<file path="src/rtl/apb_pkg.sv">
// rtl/apb_pkg.sv - shared widths, FSM state and command/response types for the APB requester
package apb_pkg;

   localparam int APB_ADDR_W         = 32;
   localparam int APB_DATA_W         = 32;
   localparam int APB_TIMEOUT_CYCLES = 16;

   typedef enum logic [1:0] {
      IDLE   = 2'd0,
      SETUP  = 2'd1,
      ACCESS = 2'd2
   } apb_state_e;

   typedef struct packed {
      logic [APB_ADDR_W-1:0] addr;
      logic                  write;
      logic [APB_DATA_W-1:0] wdata;
   } apb_cmd_t;

   typedef struct packed {
      logic [APB_DATA_W-1:0] rdata;
      logic                  slverr;
      logic                  timeout;
   } apb_rsp_t;

endpackage

</file>
<file path="src/rtl/apb_requester_if.sv">
// rtl/apb_requester_if.sv - command stream, response pulse and APB completer-side signal bundle
interface apb_requester_if
   import apb_pkg::*;
#(
   parameter int ADDR_W = APB_ADDR_W,
   parameter int DATA_W = APB_DATA_W
) ();

   logic              cmd_valid;
   logic              cmd_ready;
   logic [ADDR_W-1:0] cmd_addr;
   logic              cmd_write;
   logic [DATA_W-1:0] cmd_wdata;

   logic              rsp_valid;
   logic [DATA_W-1:0] rsp_rdata;
   logic              rsp_slverr;
   logic              rsp_timeout;

   logic [ADDR_W-1:0] paddr;
   logic              pselx;
   logic              penable;
   logic              pwrite;
   logic [DATA_W-1:0] pwdata;
   logic [DATA_W-1:0] prdata;
   logic              pready;
   logic              pslverr;

   modport master (
      input  cmd_valid, cmd_addr, cmd_write, cmd_wdata,
      input  prdata, pready, pslverr,
      output cmd_ready,
      output rsp_valid, rsp_rdata, rsp_slverr, rsp_timeout,
      output paddr, pselx, penable, pwrite, pwdata
   );

   modport slave (
      output cmd_valid, cmd_addr, cmd_write, cmd_wdata,
      output prdata, pready, pslverr,
      input  cmd_ready,
      input  rsp_valid, rsp_rdata, rsp_slverr, rsp_timeout,
      input  paddr, pselx, penable, pwrite, pwdata
   );

endinterface

</file>
<file path="src/rtl/apb_timeout_cnt.sv">
// rtl/apb_timeout_cnt.sv - ACCESS wait-state counter, only built with APB_TIMEOUT_EN
`ifdef APB_TIMEOUT_EN
module apb_timeout_cnt
   import apb_pkg::*;
#(
   parameter int TIMEOUT_CYCLES = APB_TIMEOUT_CYCLES
) (
   input  logic i_clk,
   input  logic i_rst_n,
   input  logic i_clear,
   input  logic i_inc,
   output logic o_expired
);

   localparam int CNT_W = $clog2(TIMEOUT_CYCLES + 1);

   logic [CNT_W-1:0] r_count;

   always_ff @(posedge i_clk or negedge i_rst_n) begin
      if (!i_rst_n) begin
         r_count <= '0;
      end else if (i_clear) begin
         r_count <= '0;
      end else if (i_inc && !o_expired) begin
         r_count <= r_count + 1'b1;
      end
   end

   // High during the last allowed wait cycle, so a wait in that cycle aborts.
   assign o_expired = (r_count == CNT_W'(TIMEOUT_CYCLES - 1));

endmodule
`endif

</file>
<file path="src/rtl/apb_requester.sv">
// rtl/apb_requester.sv - command stream to APB SETUP/ACCESS requester; APB_TIMEOUT_EN adds ACCESS abort
module apb_requester
   import apb_pkg::*;
#(
   parameter int ADDR_W = APB_ADDR_W,
   parameter int DATA_W = APB_DATA_W
`ifdef APB_TIMEOUT_EN
   ,
   parameter int TIMEOUT_CYCLES = APB_TIMEOUT_CYCLES
`endif
) (
   input  logic             pclk,
   input  logic             presetn,
   apb_requester_if.master  bus
);

   apb_state_e r_state;
   apb_state_e w_state_nxt;
   apb_cmd_t   r_cmd;
   apb_rsp_t   r_rsp;
   logic       r_rsp_valid;

   logic w_cmd_ready;
   logic w_accept;
   logic w_wait;
   logic w_done;
   logic w_abort;
   logic w_rsp_block;

   assign w_wait      = (r_state == ACCESS) && !bus.pready;
   assign w_done      = (r_state == ACCESS) &&  bus.pready;
   // The cycle that reports a timeout abort must not accept a new command.
   assign w_rsp_block = r_rsp_valid && r_rsp.timeout;

`ifdef APB_TIMEOUT_EN
   logic w_expired;

   apb_timeout_cnt #(
      .TIMEOUT_CYCLES (TIMEOUT_CYCLES)
   ) u_timeout_cnt (
      .i_clk     (pclk),
      .i_rst_n   (presetn),
      .i_clear   (r_state == SETUP),
      .i_inc     (w_wait),
      .o_expired (w_expired)
   );

   assign w_abort = w_wait && w_expired;
`else
   assign w_abort = 1'b0;
`endif

   always_ff @(posedge pclk or negedge presetn) begin
      if (!presetn) begin
         r_state <= IDLE;
      end else begin
         r_state <= w_state_nxt;
      end
   end

   always_comb begin
      w_cmd_ready = 1'b0;
      w_state_nxt = r_state;
      case (r_state)
         IDLE:    w_cmd_ready = !w_rsp_block;
         ACCESS:  w_cmd_ready = bus.pready;
         default: w_cmd_ready = 1'b0;
      endcase
      w_cmd_ready = w_cmd_ready && presetn;
      w_accept    = bus.cmd_valid && w_cmd_ready;

      case (r_state)
         IDLE: begin
            if (w_accept) w_state_nxt = SETUP;
         end
         SETUP: begin
            w_state_nxt = ACCESS;
         end
         ACCESS: begin
            if (w_done) begin
               w_state_nxt = w_accept ? SETUP : IDLE;
            end else if (w_abort) begin
               w_state_nxt = IDLE;
            end
         end
         default: begin
            w_state_nxt = IDLE;
         end
      endcase
   end

   // Command fields stay put after a transfer so the bus only moves on accept.
   always_ff @(posedge pclk or negedge presetn) begin
      if (!presetn) begin
         r_cmd <= '0;
      end else if (w_accept) begin
         r_cmd.addr  <= APB_ADDR_W'(bus.cmd_addr);
         r_cmd.write <= bus.cmd_write;
         r_cmd.wdata <= APB_DATA_W'(bus.cmd_wdata);
      end
   end

   always_ff @(posedge pclk or negedge presetn) begin
      if (!presetn) begin
         r_rsp_valid <= 1'b0;
         r_rsp       <= '0;
      end else begin
         r_rsp_valid <= w_done || w_abort;
         if (w_done) begin
            r_rsp.rdata   <= r_cmd.write ? '0 : APB_DATA_W'(bus.prdata);
            r_rsp.slverr  <= bus.pslverr;
            r_rsp.timeout <= 1'b0;
         end else if (w_abort) begin
            r_rsp.rdata   <= '0;
            r_rsp.slverr  <= 1'b1;
            r_rsp.timeout <= 1'b1;
         end
      end
   end

   assign bus.cmd_ready   = w_cmd_ready;
   assign bus.pselx       = (r_state != IDLE);
   assign bus.penable     = (r_state == ACCESS);
   assign bus.paddr       = r_cmd.addr[ADDR_W-1:0];
   assign bus.pwrite      = r_cmd.write;
   assign bus.pwdata      = r_cmd.wdata[DATA_W-1:0];
   assign bus.rsp_valid   = r_rsp_valid;
   assign bus.rsp_rdata   = r_rsp.rdata[DATA_W-1:0];
   assign bus.rsp_slverr  = r_rsp.slverr;
   assign bus.rsp_timeout = r_rsp.timeout;

endmodule

</file>
<file path="src/flat_wrapper.sv">
// flat-port wrapper written by rule: the top's interface ports become plain ports
module apb_requester_flat import apb_pkg::*;
#(
   parameter int ADDR_W = APB_ADDR_W,
   parameter int DATA_W = APB_DATA_W

)
  (pclk, presetn, bus_cmd_valid, bus_cmd_addr, bus_cmd_write, bus_cmd_wdata, bus_prdata, bus_pready, bus_pslverr, bus_cmd_ready, bus_rsp_valid, bus_rsp_rdata, bus_rsp_slverr, bus_rsp_timeout, bus_paddr, bus_pselx, bus_penable, bus_pwrite, bus_pwdata);
  apb_requester_if #(.ADDR_W(ADDR_W), .DATA_W(DATA_W)) bus_i ();
  input  logic pclk;
  input  logic presetn;
  input wire logic [$bits(bus_i.cmd_valid)-1:0] bus_cmd_valid;
  input wire logic [$bits(bus_i.cmd_addr)-1:0] bus_cmd_addr;
  input wire logic [$bits(bus_i.cmd_write)-1:0] bus_cmd_write;
  input wire logic [$bits(bus_i.cmd_wdata)-1:0] bus_cmd_wdata;
  input wire logic [$bits(bus_i.prdata)-1:0] bus_prdata;
  input wire logic [$bits(bus_i.pready)-1:0] bus_pready;
  input wire logic [$bits(bus_i.pslverr)-1:0] bus_pslverr;
  output wire logic [$bits(bus_i.cmd_ready)-1:0] bus_cmd_ready;
  output wire logic [$bits(bus_i.rsp_valid)-1:0] bus_rsp_valid;
  output wire logic [$bits(bus_i.rsp_rdata)-1:0] bus_rsp_rdata;
  output wire logic [$bits(bus_i.rsp_slverr)-1:0] bus_rsp_slverr;
  output wire logic [$bits(bus_i.rsp_timeout)-1:0] bus_rsp_timeout;
  output wire logic [$bits(bus_i.paddr)-1:0] bus_paddr;
  output wire logic [$bits(bus_i.pselx)-1:0] bus_pselx;
  output wire logic [$bits(bus_i.penable)-1:0] bus_penable;
  output wire logic [$bits(bus_i.pwrite)-1:0] bus_pwrite;
  output wire logic [$bits(bus_i.pwdata)-1:0] bus_pwdata;
  assign bus_i.cmd_valid = bus_cmd_valid;
  assign bus_i.cmd_addr = bus_cmd_addr;
  assign bus_i.cmd_write = bus_cmd_write;
  assign bus_i.cmd_wdata = bus_cmd_wdata;
  assign bus_i.prdata = bus_prdata;
  assign bus_i.pready = bus_pready;
  assign bus_i.pslverr = bus_pslverr;
  assign bus_cmd_ready = bus_i.cmd_ready;
  assign bus_rsp_valid = bus_i.rsp_valid;
  assign bus_rsp_rdata = bus_i.rsp_rdata;
  assign bus_rsp_slverr = bus_i.rsp_slverr;
  assign bus_rsp_timeout = bus_i.rsp_timeout;
  assign bus_paddr = bus_i.paddr;
  assign bus_pselx = bus_i.pselx;
  assign bus_penable = bus_i.penable;
  assign bus_pwrite = bus_i.pwrite;
  assign bus_pwdata = bus_i.pwdata;
  apb_requester #(.ADDR_W(ADDR_W), .DATA_W(DATA_W)) u_core (.pclk(pclk), .presetn(presetn), .bus(bus_i));
endmodule
</file>
<file path="config.mk">
export PLATFORM = sky130hd
export DESIGN_NAME = apb_requester_flat
export DESIGN_NICKNAME = d
export VERILOG_FILES = /design/src/rtl/apb_pkg.sv /design/src/rtl/apb_requester_if.sv /design/src/rtl/apb_timeout_cnt.sv /design/src/rtl/apb_requester.sv /design/src/flat_wrapper.sv
export SDC_FILE = /design/constraint.sdc
export NUM_CORES = 1
export LEC_CHECK = 0
export BUFFER_PORTS_ARGS = -buffer_cell sky130_fd_sc_hd__buf_4
export CORE_ASPECT_RATIO = 1.75
export CORE_MARGIN = 1
export CORE_UTILIZATION = 49
export DETAILED_ROUTE_END_ITERATION = 6
export PLACE_DENSITY = 0.89
export SLEW_MARGIN = 20
export SYNTH_ARGS = -nofsm -noshare
export SYNTH_HDL_FRONTEND = slang
export SYNTH_HIERARCHICAL = 1
export SYNTH_SLANG_ARGS = --single-unit
</file>
<file path="constraint.sdc">
create_clock -name pclk -period 2.9 [get_ports pclk]
set_input_delay 0.145 -clock pclk [delete_from_list [all_inputs] [get_ports pclk]]
set_output_delay 0.145 -clock pclk [all_outputs]
set_load 0.05 [all_outputs]
</file>
==> reports/qor.csv, run 1 <==
metric;value;unit
status;finished, violations left;
violations;design-rule violations;
tns;0;ns
hpwl;7460;um
vdd_drop_max;0.595;mV
synth_seq_area_share;61.6;%
grt_pass1_wl;15400;um
grt_pass1_vias;3076;
dr.first_iter.drc_count;98;
finalHoldViolations;0;
crit_arrival;2.00;ns
path_class;flip-flop to flip-flop;
power_density;939;nW/um^2
most-common-layout-cells;207 x buf_4, 101 x dfrtp_1, 39 x mux2_4;
synth_cell_types;18;
yosys_warnings;6;
drc_errors;12;
drtAntennaViolNets;0;
syn_area;4100;sq um
final-max-slew-violation-count;0;
tightest_slew;0.802;ns
diodes;0;
final_layout_size_suffix_gt1_share;58.8;%
ios;205;
via_count;2905;
port_buffers;203;
critical_path_required;3.11;ns
clock_skew;0.00560;ns
cts_root_buf;clkbuf_16;
hold_class;primary input to flip-flop;
crit_fanout;19;
clk_path_buf_depth;2;
synth_fp_nets;394;
vias_per_cell;4.92;
startpoint_type;flip-flop;
fin_crit;1.79;ns
syn-instance-count;292;
die_h;123;um
rows;43;
grt_use_total;23.2;%
endpoint_kind;flip-flop;
fmax;0.559;GHz
wl_per_cell;16.9;um
rsz0062_at_grt;no;
maxCapViolCount;0;
start_util;51.2;%
area_growth;46.4;%
grt_max_degree;58;
drt-total-wl;9970;um
r2r_slack;1.11;ns
syn-mean-instance-area;14.0;sq um
htree_levels;3;
place_congestion;0.808;
layout_commonest_cell;buf_4;
ys_ff_latch;101;
path_clk_slew;0.07;ns
insertion_delay;0.33;ns
cts_tree;built;
slew_headroom;46.5;%
min_period_over_period;61.7;%
holdWs;0.0398;ns
antenna_found_initial;0;
setup_viol_count_final;0;
core;8020;sq um
layout.nets;597;
dieArea;8750;sq um
fp.dieW;71.2;um
first_pass_iters;7;
p_leak;0.00310;uW
cts_sinks;101;
grt_overflow;0;
cts_buffers;9;
==> state kept, by name, summed over array words and instances, names as in the netlist <==
signal                 count
u_core/r_state             2
u_core/bus.rsp_valid       1
u_core/bus.rsp_slverr      1
u_core/bus.paddr          32
u_core/bus.rsp_rdata      32
u_core/bus.pwdata         32
u_core/bus.pwrite          1
==> final timing paths <==
| path | depth (start not counted) | start | endpoint |
|---|---|---|---|
| min in group asynchronous | 2 | presetn | u_core/bus.paddr[31] |
| max in group asynchronous | 3 | presetn | u_core/bus.pwdata[4] |
| max reg2reg | 4 | u_core/r_state[1] | u_core/bus.pwdata[24] |
| max | 4 | u_core/r_state[1] | u_core/bus.pwdata[24] |
| min | 2 | bus_cmd_addr[11] | u_core/bus.paddr[11] |
| min reg2reg | 2 | u_core/bus.rsp_rdata[11] | u_core/bus.rsp_rdata[11] |
==> repair_timing <==
item	CTS	global route
buffers inserted	0	0
hold buffers	1	0
setup endpoints to repair	0	0
hold endpoints to repair	44	0
resized for setup	0	0
==> cells by family (layout without fill, tap and decap cells) <==
logic type,count (synthesis),in the layout,share of synthesized area (%)
mux,67,67,22.0
flops,101,101,61.6
other cells,1,1,0.0914
compound gates,32,32,3.90
buf+inv,20,228,3.02
simple gates,71,71,9.40
==> routing by layer <==
layer | GRT usage (%) | wire, um | vias up
met4 | 11.3 | 294 | 0
met1 | 25.8 | 3430 | 1400
met3 | 7.01 | 712 | 20
met2 | 40.2 | 5530 | 111
met5 | 0 | 0 | -
li1 | - | - | 1374
==> layout make-up <==
class / instances / area, sq um
flip-flops and latches: 101 / 2530
multi-input cells: 171 / 1450
clock inverters: 6 / 62.6
clock buffers: 10 / 239
inverters: 2 / 7.51
well taps: 90 / 113
repair buffers: 210 / 1600
fillers: 544 / 2010
==> worst max-delay path, cell delays in order, from the launching register on <==
cell       delay, ns
dfrtp_1         0.41
nor2b_1         0.16
nand4bb_4       0.41
buf_4           0.36
mux2_4          0.33
==> cells in the mapped netlist, drive strengths merged <==
cell type  number  area share (%)
nand2          32             2.9
mux2           67              22
or2             1            0.15
buf            12             2.3
nor3b           1            0.18
nand3b          1            0.18
conb            1           0.091
o21ai          32             3.9
clkbuf          6            0.55
nand4bb         1            0.67
nand2b         32             4.9
inv             2            0.18
nor2b           2            0.31
nor2            1           0.091
dfrtp         101              62
==> report_power, final <==
group | switching, uW | total (uW) | internal (uW)
registers | 219 | 1970 | 1750
logic | 1630 | 2490 | 858
clock network | 488 | 1180 | 688
==> metrics by stage <==
step                      setup WS, ns  total power [uW]  instance area, sq um  std cells  util, %
after floorplan                   1.07              3640                  4100        292        -
after global placement            1.17              4430                  5690        573     71.0
after detailed placement          1.10              4490                  5690        573     71.0
after CTS                         1.10              5690                  6000        590     74.9
after global routing             0.914              5870                  6000        590     74.9
final                             1.11              5640                  6000        590     74.9
No activity file was read; power rests on OpenSTA's default activity.
==> run 2, diff against run 1 <==
- CORE_UTILIZATION: 49 -> 46
- PLACE_DENSITY: 0.89 -> 0.84
- clock period: 2.9 -> 1.7 ns (I/O delays scaled with it)
==> reports/qor.csv, run 2 (synthesized netlist as in run 1, its figures left out) <==
metric;value;unit;change
status;finished, final reports clean;;was finished, violations left
core;8670;sq um;was 8020 sq um
pre_cts_ws;0.194;ns;was 1.10 ns
drt-total-wl;11600;um;was 9970 um
grt_pass1_vias;3614;;was 3076
die_h;127;um;was 123 um
worstRegToRegCells;4;;unchanged
rows;45;;was 43
final_layout_size_suffix_gt1_share;51.8;%;was 58.8%
p_leak;0.00344;uW;was 0.00310 uW
rr_endpoint;u_core/bus.paddr[23];;was u_core/bus.pwdata[24]
startpoint_type;flip-flop;;unchanged
worst_slack;0.194;ns;was 1.11 ns
fin_crit;1.51;ns;was 1.79 ns
clk_path_buf_depth;2;;unchanged
wl_per_cell;16.8;um;was 16.9 um
ios;205;;unchanged
htree_levels;3;;unchanged
hold_class;primary input to flip-flop;;unchanged
vias_per_cell;4.71;;was 4.92
final-max-slew-violation-count;0;;unchanged
place_congestion;0.744;;was 0.808
insertion_delay;0.34;ns;was 0.33 ns
crit_fanout;29;;was 19
fin_util;78.8;%;was 74.9%
first_pass_iters;4;;was 7
hold_path_depth;3;;was 2
setup_viol_count_final;0;;unchanged
most-common-layout-cells;207 x buf_4, 100 x dfrtp_1, 72 x dlygate4sd3_1;;was 207 x buf_4, 101 x dfrtp_1, 39 x mux2_4
power_density;1480;nW/um^2;was 939 nW/um^2
clock_skew;0.00674;ns;was 0.00560 ns
finalHoldViolations;0;;unchanged
post_cts_buffers;0;;unchanged
cts_sinks;101;;unchanged
endpoint_kind;flip-flop;;unchanged
grt_overflow;0;;unchanged
slew_headroom;63.6;%;was 46.5%
path_class;flip-flop to flip-flop;;unchanged
cts_buffers;9;;unchanged
crit_arrival;1.73;ns;was 2.00 ns
area_growth;66.6;%;was 46.4%
min_from;bus_prdata[29];;was bus_cmd_addr[11]
tns;0;ns;unchanged
via_count;3249;;was 2905
r2r-start;u_core/r_state[1];;unchanged
grt_max_degree;102;;was 58
grt_pass1_wl;17600;um;was 15400 um
grt_use_total;25.6;%;was 23.2%
layout_commonest_cell;buf_4;;unchanged
fmax;0.664;GHz;was 0.559 GHz
vdd_drop_max;0.945;mV;was 0.595 mV
diodes;0;;unchanged
drc_errors;0;;was 12
min_period_over_period;88.6;%;was 61.7%
hold_end;u_core/bus.rsp_rdata[29];;was u_core/bus.paddr[11]
start_util;47.3;%;was 51.2%
maxCapViolCount;0;;unchanged
layout.nets;670;;was 597
rsz0062_at_grt;no;;unchanged
finalPower;10100;uW;was 5640 uW
critical_path_required;1.92;ns;was 3.11 ns
r2r_slack;0.19;ns;was 1.11 ns
dieArea;9310;sq um;was 8750 sq um
dr.first_iter.drc_count;109;;was 98
cts_tree;built;;unchanged
path_clk_slew;0.07;ns;about the same
drtAntennaViolNets;0;;unchanged
holdWs;0.00861;ns;was 0.0398 ns
port_buffers;203;;unchanged
tightest_slew;0.546;ns;was 0.802 ns
hpwl;7080;um;was 7460 um
fp.dieW;73.4;um;was 71.2 um
antenna_found_initial;0;;unchanged
cts_root_buf;clkbuf_16;;unchanged
## run 2: timing repair
| action | 4_1_cts | 5_1_grt |
|---|---|---|
| hold buffers | 72 | 0 |
| gates resized for setup | 0 | 1 |
| hold endpoints to repair | 172 | 0 |
| endpoints found under the setup margin | 0 | 1 |
## run 2: worst max-delay path by stage
stage / from / to / cells past startpoint
3_5_place_dp: u_core/r_state[1] / u_core/bus.paddr[23] / 4
2_1_floorplan: u_core/r_state[1] / u_core/bus.paddr[0] / 5
5_1_grt: u_core/r_state[1] / u_core/bus.paddr[23] / 4
6_report: u_core/r_state[1] / u_core/bus.paddr[23] / 4
3_3_place_gp: u_core/r_state[1] / u_core/bus.paddr[22] / 4
4_1_cts: u_core/bus.pwrite / bus_pwrite / 1
## run 2: layout make-up
class	count	area, sq um
Sequential cell	101	2530
Fill cell	551	1840
Tap cell	117	146
Clock inverter	6	111
Inverter	2	7.51
Multi-Input combinational cell	171	1460
Timing Repair Buffer	283	2350
Clock buffer	10	229
## run 2: metal layers
layer	wire length [um]	global-route usage (%)
met5	0	0
met4	438	14.7
met1	4150	26.0
met3	664	5.96
met2	6360	46.4
## run 2: through the flow
stage	cells	cell area, sq um
5_1_grt	690	6830
2_1_floorplan	292	4110
3_3_place_gp	602	5770
3_5_place_dp	602	5770
4_1_cts	690	6830
6_report	690	6830
## run 2: power breakdown
part	internal, uW	switching, uW	total (uW)
registers	2990	395	3380
logic	1580	2850	4430
clock network	1440	874	2310
## run 2: critical path, cell delays in order, from the launching register on
cell       delay, ns
dfrtp_1         0.34
nor2b_1         0.19
nand4bb_4       0.24
buf_12          0.26
mux2_2          0.36
